`src/rtl/awg_cmd_parser.sv`:
```
// ASCII command parser: letter + 1..MAX_DIGITS decimal digits + CR/LF -> AWG control registers.
// Commit 1 cycle after the terminator; no backpressure (one byte per rx_valid). Optional idle abort: AWG_CMD_TIMEOUT_EN.
module awg_cmd_parser #(
  parameter int WAVE_W         = 3,
  parameter int FREQ_W         = 12,
  parameter int AMP_W          = 3,
  parameter int PHASE_W        = 8,
  parameter int MAX_DIGITS     = 5,
  parameter int DEF_WAVE       = 0,
  parameter int DEF_FREQ       = 1,
  parameter int DEF_AMP        = 1,
  parameter int DEF_PHASE      = 0,
  parameter int TIMEOUT_CYCLES = 50000000
) (
  input  logic               clk,
  input  logic               rst,
  input  logic [7:0]         rx_data,
  input  logic               rx_valid,
  output logic [WAVE_W-1:0]  wave_sel,
  output logic [FREQ_W-1:0]  freq_word,
  output logic [AMP_W-1:0]   amp_sel,
  output logic [PHASE_W-1:0] phase_off,
  output logic               upd,
  output logic [1:0]         upd_field,
  output logic               cmd_err,
  output logic               busy
);

  localparam logic [0:0] ST_IDLE    = 1'b0;
  localparam logic [0:0] ST_COLLECT = 1'b1;

  localparam logic [1:0] FLD_WAVE  = 2'd0;
  localparam logic [1:0] FLD_FREQ  = 2'd1;
  localparam logic [1:0] FLD_AMP   = 2'd2;
  localparam logic [1:0] FLD_PHASE = 2'd3;

  localparam int ACC_W01 = (WAVE_W > FREQ_W) ? WAVE_W : FREQ_W;
  localparam int ACC_W23 = (AMP_W > PHASE_W) ? AMP_W : PHASE_W;
  localparam int ACC_W   = (ACC_W01 > ACC_W23) ? ACC_W01 : ACC_W23;
  localparam int PW      = ACC_W + 4;

  localparam logic [3:0] CNT_MAX = 4'(MAX_DIGITS);

  logic [0:0]         state_q, state_d;
  logic [1:0]         field_q, field_d;
  logic [ACC_W-1:0]   acc_q, acc_d;
  logic [3:0]         cnt_q, cnt_d;
  logic [WAVE_W-1:0]  wave_q, wave_d;
  logic [FREQ_W-1:0]  freq_q, freq_d;
  logic [AMP_W-1:0]   amp_q, amp_d;
  logic [PHASE_W-1:0] phase_q, phase_d;
  logic               upd_q, upd_d;
  logic [1:0]         ufld_q, ufld_d;
  logic               err_q, err_d;

`ifdef AWG_CMD_TIMEOUT_EN
  localparam logic [31:0] TMO_LAST = 32'(TIMEOUT_CYCLES - 1);
  logic [31:0] tmo_q, tmo_d;
`endif

  logic             is_digit, is_term, is_letter;
  logic [1:0]       letter_fld;
  logic [ACC_W-1:0] lim_acc;
  logic [PW-1:0]    prod;

  always_comb begin
    is_digit   = (rx_data >= 8'd48) && (rx_data <= 8'd57);
    is_term    = (rx_data == 8'd13) || (rx_data == 8'd10);
    is_letter  = 1'b1;
    letter_fld = FLD_WAVE;
    case (rx_data)
      8'd119:  letter_fld = FLD_WAVE;
      8'd102:  letter_fld = FLD_FREQ;
      8'd97:   letter_fld = FLD_AMP;
      8'd112:  letter_fld = FLD_PHASE;
      default: is_letter  = 1'b0;
    endcase
  end

  // Saturation ceiling is the all-ones value of the field currently being collected.
  always_comb begin
    case (field_q)
      FLD_WAVE:  lim_acc = {ACC_W{1'b1}} >> (ACC_W - WAVE_W);
      FLD_FREQ:  lim_acc = {ACC_W{1'b1}} >> (ACC_W - FREQ_W);
      FLD_AMP:   lim_acc = {ACC_W{1'b1}} >> (ACC_W - AMP_W);
      default:   lim_acc = {ACC_W{1'b1}} >> (ACC_W - PHASE_W);
    endcase
  end

  assign prod = PW'(acc_q) * PW'(10) + PW'(rx_data[3:0]);

  always_comb begin
    state_d = state_q;
    field_d = field_q;
    acc_d   = acc_q;
    cnt_d   = cnt_q;
    wave_d  = wave_q;
    freq_d  = freq_q;
    amp_d   = amp_q;
    phase_d = phase_q;
    upd_d   = 1'b0;
    ufld_d  = ufld_q;
    err_d   = 1'b0;
`ifdef AWG_CMD_TIMEOUT_EN
    tmo_d   = '0;
`endif
    if (rx_valid) begin
      if (state_q == ST_IDLE) begin
        if (is_letter) begin
          state_d = ST_COLLECT;
          field_d = letter_fld;
          acc_d   = '0;
          cnt_d   = '0;
        end else if (!is_term) begin
          err_d = 1'b1;
        end
      end else begin
        if (is_digit) begin
          if (cnt_q == CNT_MAX) begin
            err_d   = 1'b1;
            state_d = ST_IDLE;
          end else begin
            acc_d = (prod > PW'(lim_acc)) ? lim_acc : prod[ACC_W-1:0];
            cnt_d = cnt_q + 4'd1;
          end
        end else if (is_term) begin
          state_d = ST_IDLE;
          if (cnt_q == 4'd0) begin
            err_d = 1'b1;
          end else begin
            upd_d  = 1'b1;
            ufld_d = field_q;
            case (field_q)
              FLD_WAVE:  wave_d  = acc_q[WAVE_W-1:0];
              FLD_FREQ:  freq_d  = acc_q[FREQ_W-1:0];
              FLD_AMP:   amp_d   = acc_q[AMP_W-1:0];
              default:   phase_d = acc_q[PHASE_W-1:0];
            endcase
          end
        end else if (is_letter) begin
          // A new letter restarts collection rather than dropping to IDLE.
          err_d   = 1'b1;
          field_d = letter_fld;
          acc_d   = '0;
          cnt_d   = '0;
        end else begin
          err_d   = 1'b1;
          state_d = ST_IDLE;
        end
      end
    end
`ifdef AWG_CMD_TIMEOUT_EN
    else if (state_q == ST_COLLECT) begin
      if (tmo_q == TMO_LAST) begin
        state_d = ST_IDLE;
        err_d   = 1'b1;
      end else begin
        tmo_d = tmo_q + 32'd1;
      end
    end
`endif
  end

  always_ff @(posedge clk or posedge rst) begin
    if (rst) begin
      state_q <= ST_IDLE;
      field_q <= FLD_WAVE;
      acc_q   <= '0;
      cnt_q   <= '0;
      wave_q  <= WAVE_W'(DEF_WAVE);
      freq_q  <= FREQ_W'(DEF_FREQ);
      amp_q   <= AMP_W'(DEF_AMP);
      phase_q <= PHASE_W'(DEF_PHASE);
      upd_q   <= 1'b0;
      ufld_q  <= 2'd0;
      err_q   <= 1'b0;
`ifdef AWG_CMD_TIMEOUT_EN
      tmo_q   <= '0;
`endif
    end else begin
      state_q <= state_d;
      field_q <= field_d;
      acc_q   <= acc_d;
      cnt_q   <= cnt_d;
      wave_q  <= wave_d;
      freq_q  <= freq_d;
      amp_q   <= amp_d;
      phase_q <= phase_d;
      upd_q   <= upd_d;
      ufld_q  <= ufld_d;
      err_q   <= err_d;
`ifdef AWG_CMD_TIMEOUT_EN
      tmo_q   <= tmo_d;
`endif
    end
  end

  assign wave_sel  = wave_q;
  assign freq_word = freq_q;
  assign amp_sel   = amp_q;
  assign phase_off = phase_q;
  assign upd       = upd_q;
  assign upd_field = ufld_q;
  assign cmd_err   = err_q;
  assign busy      = (state_q == ST_COLLECT);

endmodule
```
`config.mk`:
```
export PLATFORM = sky130hd
export DESIGN_NAME = awg_cmd_parser
export DESIGN_NICKNAME = d
export VERILOG_FILES = /design/src/rtl/awg_cmd_parser.sv
export SDC_FILE = /design/constraint.sdc
export NUM_CORES = 1
export LEC_CHECK = 0
export CORE_AREA = 2 2 72 102
export DETAILED_ROUTE_END_ITERATION = 10
export DIE_AREA = 0 0 74 104
export PLACE_DENSITY = 0.8
export SLEW_MARGIN = 20
export SYNTH_ARGS = -nofsm -noshare
export SYNTH_HDL_FRONTEND = slang
export SYNTH_SLANG_ARGS = --single-unit
```
`constraint.sdc`:
```
create_clock -name clk -period 6.65 [get_ports clk]
set_input_delay 0.665 -clock clk [delete_from_list [all_inputs] [get_ports clk]]
set_output_delay 0.665 -clock clk [all_outputs]
set_load 0.01 [all_outputs]
```
==> metrics.md <==
| Metric | Value |
|---|---|
| Worst-path fanout max | 9 |
| FFs w/ async S/R, synth | 1.00 |
| Grt ovf | 0 |
| Clock tree from TritonCTS | built |
| Largest area contributor in the netlist | dfrtp_1 |
| Final Critical Period | between 4 and 5 ns |
| CTS resizes | 0 |
| Crit-path leading delay family | adder cells |
| Pins Over Slew Limit | 0 |
| Via count | between 2,000 and 3,000 |
| Die Y | 104 um |
| Clock sinks | 49 |
| Pre-CTS setup slack | 2.41 ns |
| Synth unique cells | 58 |
| Mean post-synth cell area | 10.0 um2 |
| Seq/Total Area, Yosys | 0.370 |
| CTS Hold Bufs | 0 |
| Initial DRC count | 180 |
| Post-Layout Cell Count | 467 |
| Warnings, synthesis | 0 |
| Worst path max stage delay | 0.50 ns |
| Crit path kind | flop to flop |
| Yosys top cell area share | 0.354 |
| Leakage | 0.00185 uW |
| # diodes | 0 |
| Worst Path Required | 6.87 ns |
| Clock Tree Root | clkbuf_8 |
| Final setup viols | 0 |
| DP HPWL | 5800 um |
| Vias in the first global route | 2,707 |
| Row Count | 36 |
| Layout Nets | 419 |
| P&R area growth vs syn | 17.2% |
| Post-Synthesis Cells | roughly 330 |
| WL/cell | around 16 um |
| Post-synth EDFFs | 0 |
| Setup Skew | 0.00608 ns |
| Clk Latency, worst-skew pair | 0.31 ns |
| RSZ-0062 raised after global routing | no |
| CTS Buf Count | 5 |
| Max_slew headroom | 0.452 |
| Drt drc | 0 |
| Power Dens Cells | 133 nW/um2 |
| Synthesized Nets | 380 |
| Fin. Hold Viols | 0 |
| GR Util All Layers | 0.207 |
| Most frequent CP cell | ha_1 |
| I/O Pins | 42 |
| First-pass GRT wire length | 12,500 um |
| I/O Buffers | 41 |
| Final wirelength | between 7000 and 8000 um |
| Largest net degree at the start of global routing | 50 |
| Max-capacitance violation count | 0 |
| First-pass detailed-route iteration total | 4 |
| WP data arrival | 4.50 ns |
| Die area | 7700 um2 |
| Syn Std Cell Area | between 3000 and 4000 um2 |
| Hold Crit Class | flop to flop |
| Fin crit share | 0.642 |
| Final setup TNS | 0 ns |
| Die X | 74 um |
| Max IR drop VDD | ~0.12 mV |
| Worst-path clk slew | approximately 0.09 ns |
| Seq cells post-synth | 49 |
| Status | completed |
| CP max-delay cell | dfrtp_1 |
| Vias per inst | 5.79 |
| Placed insts | 459 |
| Startpoint Class | flop |
| Initial Utilization | 0.489 |
| Top area cells in the synthesized netlist | dfrtp_1, ha_1, mux2_2 |
| Top_reg_cell synth | dfrtp_1 |
| Final Cell Area | between 3000 and 4000 um2 |
| Critical path, cell by cell | ha_1, ha_1, fa_1, a211oi_1, o22ai_1, nor4_2, nand3_1, xnor2_1, ha_1, nand3_1, nor4_1, a21oi_1, a21oi_2, nand2_1, o211ai_1 |
| Final core occ | 0.573 |
| Clk buf depth | 2 |
| Worst slew pin tran | slightly above 0.8 ns |
| Share of layout cells above drive strength 1 | 0.140 |
| Setup crit end kind | flop |
| CORE AREA | around 7000 um2 |
| H-tree Lvls | 2 |
| Final GP Congestion | 0.852 |
| DP Area | between 3000 and 4000 um2 |
| Post-CTS setup buffers | 0 |
| Maximum achievable frequency | 234 MHz |
| Initial antenna violation count | 0 |
| Post-route ant nets | 0 |
| Buffer and inverter count on the worst path | 0 |
| Final Worst Setup Slack | 2.38 ns |
[cells in the final DEF (no fill, tap or decap), drive strengths merged, types with 8 or more instances in the layout]
cell type / synthesis / routed
a21oi: 16 / 16
clkdlybuf4s50: 0 / 41
dfrtp: 47 / 47
ha: 35 / 35
inv: 12 / 12
mux2: 29 / 29
nand2: 38 / 38
nand3: 15 / 15
nand4: 8 / 8
nor2: 18 / 18
o21ai: 15 / 15
[cell usage after synthesis (all sizes together) (2+ instances only)]
cell type,number
a211o,4
a211oi,6
a21o,5
a21oi,16
a2bb2oi,3
a31oi,2
buf,4
clkbuf,5
dfrtp,47
dfstp,2
fa,2
ha,35
inv,12
mux2,29
mux2i,3
nand2,38
nand3,15
nand3b,2
nand4,8
nor2,18
nor2b,2
nor3,3
nor3b,2
nor4,6
o2111ai,3
o211a,2
o211ai,7
o21a,2
o21ai,15
o311ai,2
or2,5
or3,4
xnor2,7
xor2,3
[worst paths after layout]
check | start | end | slack [ns] | cells past startpoint
max | acc_q[1] | acc_q[8] | 2.38 | 15
min in group asynchronous | rst | phase_off[5] | 0.80 | 2
min reg2reg | freq_word[7] | freq_word[7] | 0.51 | 1
min | freq_word[7] | freq_word[7] | 0.51 | 1
max reg2reg | acc_q[1] | acc_q[8] | 2.38 | 15
max in group asynchronous | rst | freq_word[9] | 5.36 | 2
[area by class of cell]
type                    instances  area, um2
multi-input cells             262       2000
fillers                       563       2910
clock inverters                 3       21.3
well taps                      95        119
inverters                      12       46.3
clock buffers                   5       68.8
repair buffers                 41        410
flip-flops and latches         49       1230
[logic make-up (layout without fill, tap and decap cells)]
family                   Yosys count  after routing  share of synthesized area
XOR/XNOR                          10             10                     0.0264
flip-flops                        49             49                      0.370
AO/OA/AOI/OAI                     75             75                      0.162
buffers and inverters             21             61                     0.0279
multiplexers                      32             32                      0.108
AND/OR/NAND/NOR                  108            108                      0.162
adder cells (fa/ha/maj)           37             37                      0.144
[where the power goes]
group          internal [uW]  total [uW]  switching [uW]
registers                299         301            1.77
logic                   16.0        39.7            23.7
clock network           74.7         180             105
[metal layers]
metal | GRT usage | vias up | share of wire
li1 | - | 1315 | -
met1 | 0.242 | 1295 | 0.40
met2 | 0.353 | 69 | 0.52
met3 | 0.0417 | 25 | 0.034
met4 | 0.0974 | 0 | 0.043
met5 | 0 | - | 0
[metrics by stage]
step	hold slack (ns)	power [uW]
2_1_floorplan	0.494	330
3_3_place_gp	0.488	345
3_5_place_dp	0.493	346
4_1_cts	0.513	520
5_1_grt	0.536	540
6_report	0.512	520
[registers in the layout (all words and copies together), names as in the netlist, 2 cells and up]
register,count
wave_sel,3
freq_word,12
amp_sel,3
upd_field,2
phase_off,8
field_q,2
acc_q,12
cnt_q,4
Power figures use the tool's default switching activity.
